===== config.mk =====
export PLATFORM = sky130hd
export DESIGN_NAME = risc_v_mike_gpio_ctrl_flat
export DESIGN_NICKNAME = d
export VERILOG_FILES = /design/src/rtl/risc_v_mike_gpio_ctrl_if.sv /design/src/rtl/risc_v_mike_gpio_ctrl.sv /design/src/flat_wrapper.sv
export SDC_FILE = /design/constraint.sdc
export NUM_CORES = 1
export LEC_CHECK = 0
export ABC_AREA = 1
export CAP_MARGIN = 20
export CORE_MARGIN = 3
export CORE_UTILIZATION = 25
export DETAILED_ROUTE_END_ITERATION = 6
export SKIP_CTS_REPAIR_TIMING = 1
export SYNTH_ARGS = -nofsm -noshare
export SYNTH_HDL_FRONTEND = slang
export SYNTH_SLANG_ARGS = --single-unit

===== constraint.sdc =====
create_clock -name clk -period 2.4 [get_ports clk]
set_clock_uncertainty 0.1 [all_clocks]
set_input_delay 0.24 -clock clk [delete_from_list [all_inputs] [get_ports clk]]
set_output_delay 0.24 -clock clk [all_outputs]
set_load 0.05 [all_outputs]

===== src/rtl/risc_v_mike_gpio_ctrl_if.sv =====
// risc_v_mike_gpio_ctrl_if: request/ready load-store port between the core and the GPIO block
interface risc_v_mike_gpio_ctrl_if;
   logic        bus_req;
   logic        bus_we;
   logic [2:0]  bus_addr;
   logic [31:0] bus_wdata;
   logic [31:0] bus_rdata;
   logic        bus_ready;
   modport master (output bus_req, bus_we, bus_addr, bus_wdata, input bus_rdata, bus_ready);
   modport slave (input bus_req, bus_we, bus_addr, bus_wdata, output bus_rdata, bus_ready);
endinterface


===== src/rtl/risc_v_mike_gpio_ctrl.sv =====
// risc_v_mike_gpio_ctrl: memory-mapped GPIO with input sync, edge detect and W1C interrupt pending bits
module risc_v_mike_gpio_ctrl #(
   parameter int GPIO_BYTE   = 8,
   parameter int SYNC_STAGES = 2
) (
   input  logic                     clk,
   input  logic                     rst,
   risc_v_mike_gpio_ctrl_if.slave   bus,
   input  logic [GPIO_BYTE-1:0]     gpio_port_in,
   output logic [GPIO_BYTE-1:0]     gpio_port_out,
   output logic                     gpio_irq
);
   logic [SYNC_STAGES-1:0][GPIO_BYTE-1:0] sync_q;
   logic [GPIO_BYTE-1:0] sync_in, prev_in, out_q, rise_en, fall_en, pend;
   logic [GPIO_BYTE-1:0] out_d, rise_d, fall_d, pend_d, wd, w1c;
   logic [31:0] rmux, rd_q;
   logic        wr, acc_q;
   assign sync_in       = sync_q[SYNC_STAGES-1];
   assign wr            = bus.bus_req & bus.bus_we;
   assign wd            = bus.bus_wdata[GPIO_BYTE-1:0];
   assign gpio_port_out = out_q;
   always_comb begin
      out_d  = !wr                  ? out_q :
               bus.bus_addr == 3'd0 ? wd :
               bus.bus_addr == 3'd5 ? out_q | wd :
               bus.bus_addr == 3'd6 ? out_q & ~wd : out_q;
      rise_d = (wr && bus.bus_addr == 3'd2) ? wd : rise_en;
      fall_d = (wr && bus.bus_addr == 3'd3) ? wd : fall_en;
      w1c    = (wr && bus.bus_addr == 3'd4) ? wd : '0;
      // a fresh edge on a bit being cleared keeps that bit set
      pend_d = (pend & ~w1c) | (sync_in & ~prev_in & rise_en) | (~sync_in & prev_in & fall_en);
      rmux   = '0;
      rmux[GPIO_BYTE-1:0] = bus.bus_addr == 3'd0 ? out_q :
                            bus.bus_addr == 3'd1 ? sync_in :
                            bus.bus_addr == 3'd2 ? rise_en :
                            bus.bus_addr == 3'd3 ? fall_en :
                            bus.bus_addr == 3'd4 ? pend : '0;
   end
   always_ff @(posedge clk or posedge rst) begin
      if (rst) begin
         sync_q        <= '0;
         prev_in       <= '0;
         out_q         <= '0;
         rise_en       <= '0;
         fall_en       <= '0;
         pend          <= '0;
         gpio_irq      <= 1'b0;
         acc_q         <= 1'b0;
         rd_q          <= '0;
         bus.bus_ready <= 1'b0;
         bus.bus_rdata <= '0;
      end else begin
         sync_q        <= {sync_q[SYNC_STAGES-2:0], gpio_port_in};
         prev_in       <= sync_in;
         out_q         <= out_d;
         rise_en       <= rise_d;
         fall_en       <= fall_d;
         pend          <= pend_d;
         gpio_irq      <= |pend_d;
         acc_q         <= bus.bus_req;
         rd_q          <= (bus.bus_req && !bus.bus_we) ? rmux : '0;
         bus.bus_ready <= acc_q;
         bus.bus_rdata <= acc_q ? rd_q : '0;
      end
   end
endmodule


===== src/flat_wrapper.sv =====
// flat-port wrapper written by rule: the top's interface ports become plain ports
module risc_v_mike_gpio_ctrl_flat 
#(
   parameter int GPIO_BYTE   = 8,
   parameter int SYNC_STAGES = 2
)
  (clk, rst, gpio_port_in, gpio_port_out, gpio_irq, bus_bus_req, bus_bus_we, bus_bus_addr, bus_bus_wdata, bus_bus_rdata, bus_bus_ready);
  risc_v_mike_gpio_ctrl_if bus_i ();
  input  logic clk;
  input  logic rst;
  input  logic [GPIO_BYTE-1:0] gpio_port_in;
  output logic [GPIO_BYTE-1:0] gpio_port_out;
  output logic gpio_irq;
  input wire logic [$bits(bus_i.bus_req)-1:0] bus_bus_req;
  input wire logic [$bits(bus_i.bus_we)-1:0] bus_bus_we;
  input wire logic [$bits(bus_i.bus_addr)-1:0] bus_bus_addr;
  input wire logic [$bits(bus_i.bus_wdata)-1:0] bus_bus_wdata;
  output wire logic [$bits(bus_i.bus_rdata)-1:0] bus_bus_rdata;
  output wire logic [$bits(bus_i.bus_ready)-1:0] bus_bus_ready;
  assign bus_i.bus_req = bus_bus_req;
  assign bus_i.bus_we = bus_bus_we;
  assign bus_i.bus_addr = bus_bus_addr;
  assign bus_i.bus_wdata = bus_bus_wdata;
  assign bus_bus_rdata = bus_i.bus_rdata;
  assign bus_bus_ready = bus_i.bus_ready;
  risc_v_mike_gpio_ctrl #(.GPIO_BYTE(GPIO_BYTE), .SYNC_STAGES(SYNC_STAGES)) u_core (.clk(clk), .rst(rst), .bus(bus_i), .gpio_port_in(gpio_port_in), .gpio_port_out(gpio_port_out), .gpio_irq(gpio_irq));
endmodule

Word level (Yosys, flattened, before mapping)
Cells that the tools add are included.

storage, ports and cells
  register bits = 123
  latch bits = 0
  RAM bits = 0
  bits in read-only memories = 0
  bits of input ports = 47
  word-level logic and storage cells = 52
  memories kept = 0

cells by class
  add/subtract/negate cells = 0
  multiply operators = 0
  div/mod/pow operators = 0
  magnitude comparators = 0
  equal/unequal tests = 6
  shift-type cells = 0
  mux-type cells = 11
  bitwise logic cells = 14
  reductions and logical operators = 9

operator list
  kind                count
  $mux 8              10
  $and 8x8->8         6
  $mux 32             1
  $not 8->8           4
  $or 8x8->8          3
  $eq 3x3->1 const B  3
  $reduce_or 8->1     1
  $eq 3x2->1 const B  2
  $logic_and 1x1->1   4
  $eq 3x1->1 const B  1
  $logic_not 3->1     1
  $reduce_bool 3->1   1
  $reduce_and 2->1    1
  $and 1x1->1         1
  $logic_not 1->1     1

Depth between registers and ports, before layout
Gate-level depths: netlist of run 1.

  depth in word-level cells = 8
  mapped depth = 8
  depth with buffers taken out = 8

Worst setup path before layout of run 1
OpenSTA, ideal clock, no wires.

  kind = input to register
  start point = in bus_bus_req
  end point = reg u_core.gpio_irq
  library setup time = 119 ps
  data arrival time = 1044 ps
  required time = 2181 ps
  setup slack = 1137 ps
  stages on the path = 8
  buffers on the path = 1
  cells stage by stage = nand2_1 > inv_2 > buf_4 > nand4_1 > a21oi_1 > nand2_1 > nor2_1 > nand2_1

on the way
  word-level cells in the longest chain between the ends = 8

RTL lines
  what                     RTL line                     source
  start: declaration       flat_wrapper.sv:14           input wire logic [$bits(bus_i.bus_req)-1:0] bus_bus_req;
  $and 1x1->1              risc_v_mike_gpio_ctrl.sv:19  assign wr = bus.bus_req & bus.bus_we;
  $logic_and 1x1->1        risc_v_mike_gpio_ctrl.sv:29  w1c = (wr && bus.bus_addr == 3'd4) ? wd : '0;
  $mux 8                   risc_v_mike_gpio_ctrl.sv:29
  $not 8->8                risc_v_mike_gpio_ctrl.sv:31  pend_d = (pend & ~w1c) | (sync_in & ~prev_in & rise_en) | (~sync_in & prev_in & fall_en);
  $and 8x8->8              risc_v_mike_gpio_ctrl.sv:31
  $or 8x8->8 (2 in a row)  risc_v_mike_gpio_ctrl.sv:31
  $reduce_or 8->1          risc_v_mike_gpio_ctrl.sv:59  gpio_irq <= |pend_d;
  end signal: assignment   risc_v_mike_gpio_ctrl.sv:59
  end: declaration         risc_v_mike_gpio_ctrl.sv:11  output logic gpio_irq

Every way passes these cells.
A chain may end at the register's enable or synchronous reset.

==> flow_metrics.tcl, run 1 <==
set metrics [dict create \
    wirelength_microns 7380 \
    worst-path-buf-inv 1 \
    hold_viol_final 0 \
    timing.rr.end "u_core.gpio_irq" \
    first_global_vias 2305 \
    yosys-top-cells-count "79 x nand2_1, 75 x dfrtp_1, 36 x inv_1" \
    critPathKind "register to output port" \
    clkLatencyLatePin_ns 0.33 \
    die_h_microns 120 \
    die_area_sq_um 14300 \
    period_needed_ns 1.92 \
    yosysUniqueCellTypes 28 \
    num_rows 40 \
    critical_path_required_ns 2.06 \
    vias_per_cell 4.24 \
    syn_avg_cell_area_sq_um 9.71 \
    period_share_pct 80.0 \
    grt_pass1_wl_microns 12200 \
    clk_path_buf_depth 2 \
    drt-initial-drc-count 144 \
    maxCapViolCount 0 \
    postLayoutCellArea_sq_um 4090 \
    sw_frac_of_total_pct 29.1 \
    grt_overflow_total 0 \
    pwr-share-clk_pct 38.3 \
    powerDensity_nw_per_um2 849 \
    dr.pass1.iters 4 \
    switchingPower_uw 1010 \
    p_leak_uw 0.00188 \
    p_seq_share_pct 43.7 \
    cp_num_cells 1 \
    crit_fanout 3 \
    ys_ff_latch 75 \
    start_util_pct 26.3 \
    ys_seq_area_share_pct 58.0 \
    ios 89 \
    critical_path.endpoint "gpio_port_out[0]" \
    worst_slew_pin_slew_ns 0.549 \
    antenna_found_initial 0 \
    portBuffers 40 \
    ys_async_sr_fraction_pct 100 \
    setup_viol 0 \
    ir_drop_uv 393 \
    core_sq_um 12300 \
    combPwrFrac_pct 18.0 \
    clockRootBuffer "clkbuf_16" \
    grt_use_total_pct 11.1 \
    postPlaceCellArea_sq_um 3790 \
    grt_max_degree 33 \
    hold_class "primary input to asynchronous set/reset pin" \
    yosys.cell_count.top_type "nand2_1" \
    cpMaxStageDelayCell "clkdlybuf4s50_1" \
    synth_top_area_share_pct 58.0 \
    end_kind "output port" \
    status "completed" \
    n_fill_cell 1256 \
    clk_pin_slew_worst_paths_ns 0.06 \
    synth_edf_count 0 \
    drt-wirelength-per-cell_microns 13.2 \
    die_x_microns 120 \
    fin_tns_setup_ns 0 \
    cts-buffers-inserted 9 \
    vias 2367 \
    final_antenna_net_count 0 \
    diodes 0 \
    arrival_ns 1.58 \
    p_int_uw 2460 \
    worstPathCellList "clkdlybuf4s50_1" \
    r2r_cells 6 \
    htreeDepth 3 \
    relSlewSlack_pct 63.4 \
    crit_family "buffers and inverters" \
    synth_area_leaders "dfrtp_1 58%, nand2_1 9.2%, buf_4 5.8%" \
    timing.fmax_ghz 0.521 \
    cts_tree "built" \
    reg2reg_from "u_core.sync_in[0]" \
    globalplace.congestion 0.824 \
    critical_path.startpoint_type "register" \
    final_core_util_pct 33.2 \
    rsz0062_at_grt "no" \
    clock-sinks 75 \
    route.detailed.drc 0 \
    slew_violations 0 \
    hpwl_microns 5360 \
    synth_cells 333 \
    drive_gt1_share_pct 12.8 \
    area_growth_pct 26.3 \
    syn_area_sq_um 3230 \
    r2r_setup_slack_ns 1.07 \
    ys_dominant_reg_cell "dfrtp_1" \
    yosys_warnings 0 \
    slowest_delay_ns 0.83 \
    synth_area_leader_cell "dfrtp_1" \
    nets 433 \
]
[cells by family after synthesis]
family / share of synthesized area, %
simple gates: 17.0
compound gates: 13.3
flops: 58.0
other cells: 0.116
buf+inv: 11.5
[routing by layer]
| metal | wire length, microns | track usage [%] | up-vias |
|---|---|---|---|
| li1 | - | - | 1141 |
| met1 | 3280 | 14.6 | 1119 |
| met2 | 3350 | 16.6 | 94 |
| met3 | 570 | 3.39 | 13 |
| met4 | 169 | 5.15 | 0 |
| met5 | 0 | 0 | - |
[power groups by stage]
stage / clock (uW) / sequential (uW) / combinational (uW)
floorplan: 0 / 1640 / 329
global placement: 0 / 1530 / 614
detailed placement: 0 / 1540 / 627
CTS: 1380 / 1510 / 629
global route: 1420 / 1530 / 679
finish: 1330 / 1510 / 624
[metrics by stage]
step,power [uW],setup slack [ns],hold WS [ns],instances
floorplan,1960,0.150,0.171,356
global placement,2140,0.291,0.232,543
detailed placement,2160,0.267,0.235,543
CTS,3520,0.468,0.207,558
global route,3640,0.450,0.232,558
finish,3470,0.480,0.193,558
[how the worst min path moves through the flow]
| stage | depth (start not counted) | to | slack (ns) | start |
|---|---|---|---|---|
| after global routing | 1 | u_core.sync_q[3] | 0.23 | gpio_port_in[3] |
| after global placement | 0 | u_core.sync_in[6] | 0.23 | u_core.sync_q[6] |
| after CTS | 2 | u_core.pend[2] | 0.21 | rst |
| after detailed placement | 0 | u_core.sync_in[3] | 0.23 | u_core.sync_q[3] |
| after floorplan | 0 | u_core.acc_q | 0.17 | bus_bus_req |
| final | 2 | u_core.pend[7] | 0.19 | rst |
[area by class of cell]
| type | count | area, sq um | share of cell area, % |
|---|---|---|---|
| clock inverter | 2 | 35.0 | 0.857 |
| inverter | 42 | 160 | 3.92 |
| clock buffer | 13 | 260 | 6.37 |
| sequential | 75 | 1880 | 45.9 |
| timing repair buffer | 48 | 473 | 11.6 |
| multi-input combinational | 210 | 1070 | 26.2 |
| tap | 168 | 210 | 5.14 |
[cell usage in the layout (no fill, tap or decap), types with 5 or more instances in the layout]
cell type        count
a21oi_1             13
buf_4                7
clkbuf_16            9
clkdlybuf4s50_1     40
conb_1              24
dfrtp_1             75
inv_1               35
inv_2                6
nand2_1             79
nand2_2              6
nand3_1              6
nand4_1              7
nor2_1               5
o211ai_1            13
o21ai_0             17
o21ai_1              8
o21ai_2              8
or2_0                5
Power figures use the tool's default switching activity.
==> inputs of run 2 (changes only) <==
clock period = 1.9 ns   (was 2.4 ns; I/O delays follow)
==> run 2 against run 1 <==
Net effect:
- combinational power grew 29%
- register-to-register slack worse by 0.46 ns
- routed wire length shrank 0.18%
- worst hold slack improved by 0.0024 ns
- sequential share of layout area decreased by 1.6 points
- utilization grew 1.2 points
- critical path depth did not move
- flip-flop and latch count is the same
- non-clock buffer count up 18
- largest cell class unchanged
==> flow_metrics.tcl, run 2 (synthesis gave the netlist of run 1 again) <==
set metrics [dict create \
    die_h_microns 120 \
    pre_cts_ws_ns -0.0568 \
    portBuffers 40 \
    vias 2374 \
    grt_pass1_wl_microns 11900 \
    final-seq-area_sq_um 1880 \
    start_util_pct 26.3 \
    postPlaceCellArea_sq_um 3930 \
    setup_viol 0 \
    first_global_vias 2303 \
    ios 89 \
    layout_common_cells "79 x nand2_1, 75 x dfrtp_1, 35 x inv_1" \
    critical_path_required_ns 1.61 \
    status "completed" \
    crit_fanout 3 \
    die_area_sq_um 14300 \
    critical_path.startpoint_type "register" \
    wirelength_microns 7360 \
    p_leak_uw 0.00198 \
    worst_slew_pin_slew_ns 0.512 \
    vias_per_cell 4.11 \
    powerDensity_nw_per_um2 1040 \
    cts-buffers-inserted 9 \
    layout_setup_ws_ns 0.0631 \
    drt-initial-drc-count 148 \
    die_x_microns 120 \
    rsz0062_at_grt "no" \
    clockRootBuffer "clkbuf_16" \
    area_growth_pct 30.9 \
    finalPower_uw 4420 \
    diodes 0 \
    antenna_found_initial 0 \
    hpwl_microns 5430 \
    worst-path-buf-inv 1 \
    period_needed_ns 1.84 \
    nets 451 \
    arrival_ns 1.55 \
    grt_max_degree 76 \
    slowest_delay_ns 0.82 \
    end_kind "output port" \
    multi_input_area_sq_um 1070 \
    period_share_pct 96.7 \
    core_sq_um 12300 \
    n_fill_cell 1259 \
    grt_overflow_total 0 \
    maxCapViolCount 0 \
    route.detailed.drc 0 \
    crit_family "buffers and inverters" \
    htreeDepth 3 \
    clock-sinks 75 \
    drt-wirelength-per-cell_microns 12.8 \
    cpMaxStageDelayCell "clkdlybuf4s50_1" \
    hold_viol_final 0 \
    critPathKind "register to output port" \
    slew_violations 0 \
    grt_use_total_pct 10.6 \
    relSlewSlack_pct 65.7 \
    postLayoutCellArea_sq_um 4230 \
    final_antenna_net_count 0 \
    num_rows 40 \
    dr.pass1.iters 4 \
    timing.fmax_ghz 0.544 \
    worstPathCellList "clkdlybuf4s50_1" \
    ir_drop_uv 429 \
    final_common_cell "nand2_1" \
    clk_pin_slew_worst_paths_ns 0.06 \
    clkLatencyLatePin_ns 0.33 \
    drive_gt1_share_pct 18.3 \
    globalplace.congestion 0.842 \
    clk_path_buf_depth 2 \
    hold_class "primary input to register" \
    cts_tree "built" \
]
==> run 2: worst register-to-register path, delay by kind of cell, from the launching register on <==
kind | cells | cell delay, ns
flops | 1 | 0.39
simple gates | 4 | 0.42
compound gates | 2 | 0.25
==> run 2: layer usage <==
metal,GRT usage [%],wire length (microns),up-vias
met3,3.25,519,9
li1,-,-,1183
met4,4.22,81,0
met1,14.2,3290,1101
met2,16.2,3470,81
met5,0,0,-
==> run 2: power breakdown <==
part | switching (uW) | internal (uW)
logic | 544 | 263
clock network | 611 | 1090
registers | 138 | 1780
total | 1290 | 3130
==> run 2: path summary, 6_finish.rpt <==
| kind | start | to | slack, ns | cells after the start |
|---|---|---|---|---|
| max reg2reg | u_core.sync_in[3] | u_core.gpio_irq | 0.61 | 6 |
| min | gpio_port_in[3] | u_core.sync_q[3] | 0.20 | 1 |
| max in group asynchronous | rst | u_core.rise_en[1] | 1.16 | 3 |
| max | register | gpio_port_out[5] | 0.06 | 1 |
| min in group asynchronous | rst | u_core.bus.bus_rdata[5] | 0.22 | 3 |
| min reg2reg | u_core.sync_q[7] | u_core.sync_in[7] | 0.24 | 0 |
==> run 2: cell type report <==
class                           count  share of cell area [%]
Sequential cell                    75                    44.3
Multi-Input combinational cell    210                    25.3
Timing Repair Buffer               66                    14.3
Clock buffer                       13                    6.15
Tap cell                          168                    4.96
Inverter                           42                    3.87
Clock inverter                      3                    1.09
==> run 2: stage by stage <==
| step | utilization (%) | TNS (ns) | instances | hold WS, ns |
|---|---|---|---|---|
| floorplan | - | 0 | 356 | 0.121 |
| CTS | 34.4 | 0 | 577 | 0.190 |
| global route | 34.4 | 0 | 577 | 0.189 |
| detailed placement | 31.9 | -0.248 | 561 | 0.235 |
| finish | 34.4 | 0 | 577 | 0.196 |
| global placement | 31.9 | -0.0599 | 561 | 0.233 |
==> inputs of run 3 (changes only) <==
CORE_UTILIZATION = 42   (was 25)
PLACE_DENSITY = 0.71   (was not set)
==> run 3 against run 2 <==
Net effect:
- final cell count down 12%
- design area down 2.4%
- utilization up 22 points
- non-clock buffer count up 1
- critical path depth unchanged
- power down 3.7%
- largest cell class unchanged
==> flow_metrics.tcl, run 3 (synthesis gave the netlist of run 1 again) <==
set metrics [dict create \
    status "completed" \
    cts-buffers-inserted 9 \
    powerDensity_nw_per_um2 1030 \
    area_growth_pct 27.7 \
    crit_fanout 3 \
    rsz0062_at_grt "no" \
    start_util_pct 43.9 \
    end_kind "output port" \
    r2r_cells 6 \
    portBuffers 40 \
    p_seq_share_pct 44.9 \
    n_fill_cell 644 \
    postLayoutCellArea_sq_um 4130 \
    switchingPower_uw 1230 \
    drt-wirelength-per-cell_microns 13.4 \
    nets 452 \
    worst_hold_path.num_cells 1 \
    num_rows 31 \
    vias_per_cell 4.81 \
    clockRootBuffer "clkbuf_8" \
    final_common_cell "nand2_1" \
    die_h_microns 93.8 \
    cpMaxStageDelayCell "clkdlybuf4s50_1" \
    period_share_pct 97.3 \
    combPwrFrac_pct 19.2 \
    grt_max_degree 76 \
    htreeDepth 3 \
    ir_drop_uv 667 \
    hold_viol_final 0 \
    whs_ns 0.176 \
    layout_common_cells "79 x nand2_1, 75 x dfrtp_1, 35 x inv_1, 35 x clkdlybuf4s50_1, 26 x buf_4" \
    clkLatencyLatePin_ns 0.34 \
    clk_pin_slew_worst_paths_ns 0.08 \
    first_global_vias 2391 \
    crit_family "buffers and inverters" \
    critical_path.startpoint_type "register" \
    critical_path_required_ns 1.61 \
    drt-initial-drc-count 159 \
    clock-sinks 75 \
    worst_slew_pin_slew_ns 0.514 \
    vias 2449 \
    cp_num_cells 1 \
    grt_pass1_wl_microns 11600 \
    wirelength_microns 6810 \
    dr.pass1.iters 4 \
    cts_tree "built" \
    postPlaceCellArea_sq_um 3860 \
    relSlewSlack_pct 65.7 \
    p_int_uw 3030 \
    ios 89 \
    drive_gt1_share_pct 17.8 \
    diodes 0 \
    timing.fmax_ghz 0.541 \
    hold_class "primary input to register" \
    slew_violations 0 \
    clk_path_buf_depth 2 \
    globalplace.congestion 0.844 \
    slowest_delay_ns 0.82 \
    worstPathCellList "clkdlybuf4s50_1" \
    grt_use_total_pct 17.1 \
    p_leak_uw 0.00202 \
    period_needed_ns 1.85 \
    hpwl_microns 4880 \
    maxCapViolCount 0 \
    die_area_sq_um 8790 \
    pwr-share-clk_pct 36.0 \
    critPathKind "register to output port" \
    worst-path-buf-inv 1 \
    final_antenna_net_count 0 \
    setup_viol 0 \
    arrival_ns 1.56 \
    antenna_found_initial 1 \
    die_x_microns 93.8 \
    sw_frac_of_total_pct 28.9 \
    core_sq_um 7370 \
    route.detailed.drc 0 \
    grt_overflow_total 0 \
]
==> run 3: final timing paths <==
path | start | end | slack (ns)
worst max register to register | u_core.sync_in[6] | u_core.gpio_irq | 0.57
worst min register to register | u_core.sync_q[6] | u_core.sync_in[6] | 0.24
worst min-delay path | gpio_port_in[2] | u_core.sync_q[2] | 0.18
worst max-delay path | register | gpio_port_out[7] | 0.05
min in group asynchronous | rst | u_core.sync_in[4] | 0.20
max in group asynchronous | rst | u_core.pend[3] | 1.20
==> run 3: cell type report <==
class,count,area [sq um],area share (%)
multi-input cells,210,1070,25.9
flip-flops and latches,75,1880,45.4
repair buffers,67,636,15.4
clock buffers,12,165,4.00
clock inverters,4,95.1,2.30
inverters,42,164,3.97
well taps,99,124,3.00
==> run 3: power by group through the flow <==
stage	clock [uW]	sequential (uW)	combinational, uW
2_1_floorplan	0	2070	416
3_3_place_gp	0	1930	804
3_5_place_dp	0	1940	820
4_1_cts	1570	1910	825
5_1_grt	1650	1930	887
6_report	1530	1910	817
==> run 3: per-layer routing <==
layer,vias up,track usage (%),wire (microns)
li1,1179,-,-
met1,1172,22.2,2850
met2,82,26.8,3430
met3,14,5.05,442
met4,2,7.22,87
met5,-,0,7
==> run 3: per-stage QoR <==
step	utilization (%)	worst slack [ns]	TNS [ns]	std cells	total power [uW]
floorplan	-	0.687	0	356	2480
global placement	52.4	-0.0135	-0.0135	493	2730
detailed placement	52.4	-0.0445	-0.0763	493	2760
CTS	55.9	0.0144	0	509	4310
global route	56.1	0.0131	0	509	4470
finish	56.1	0.0522	0	509	4260
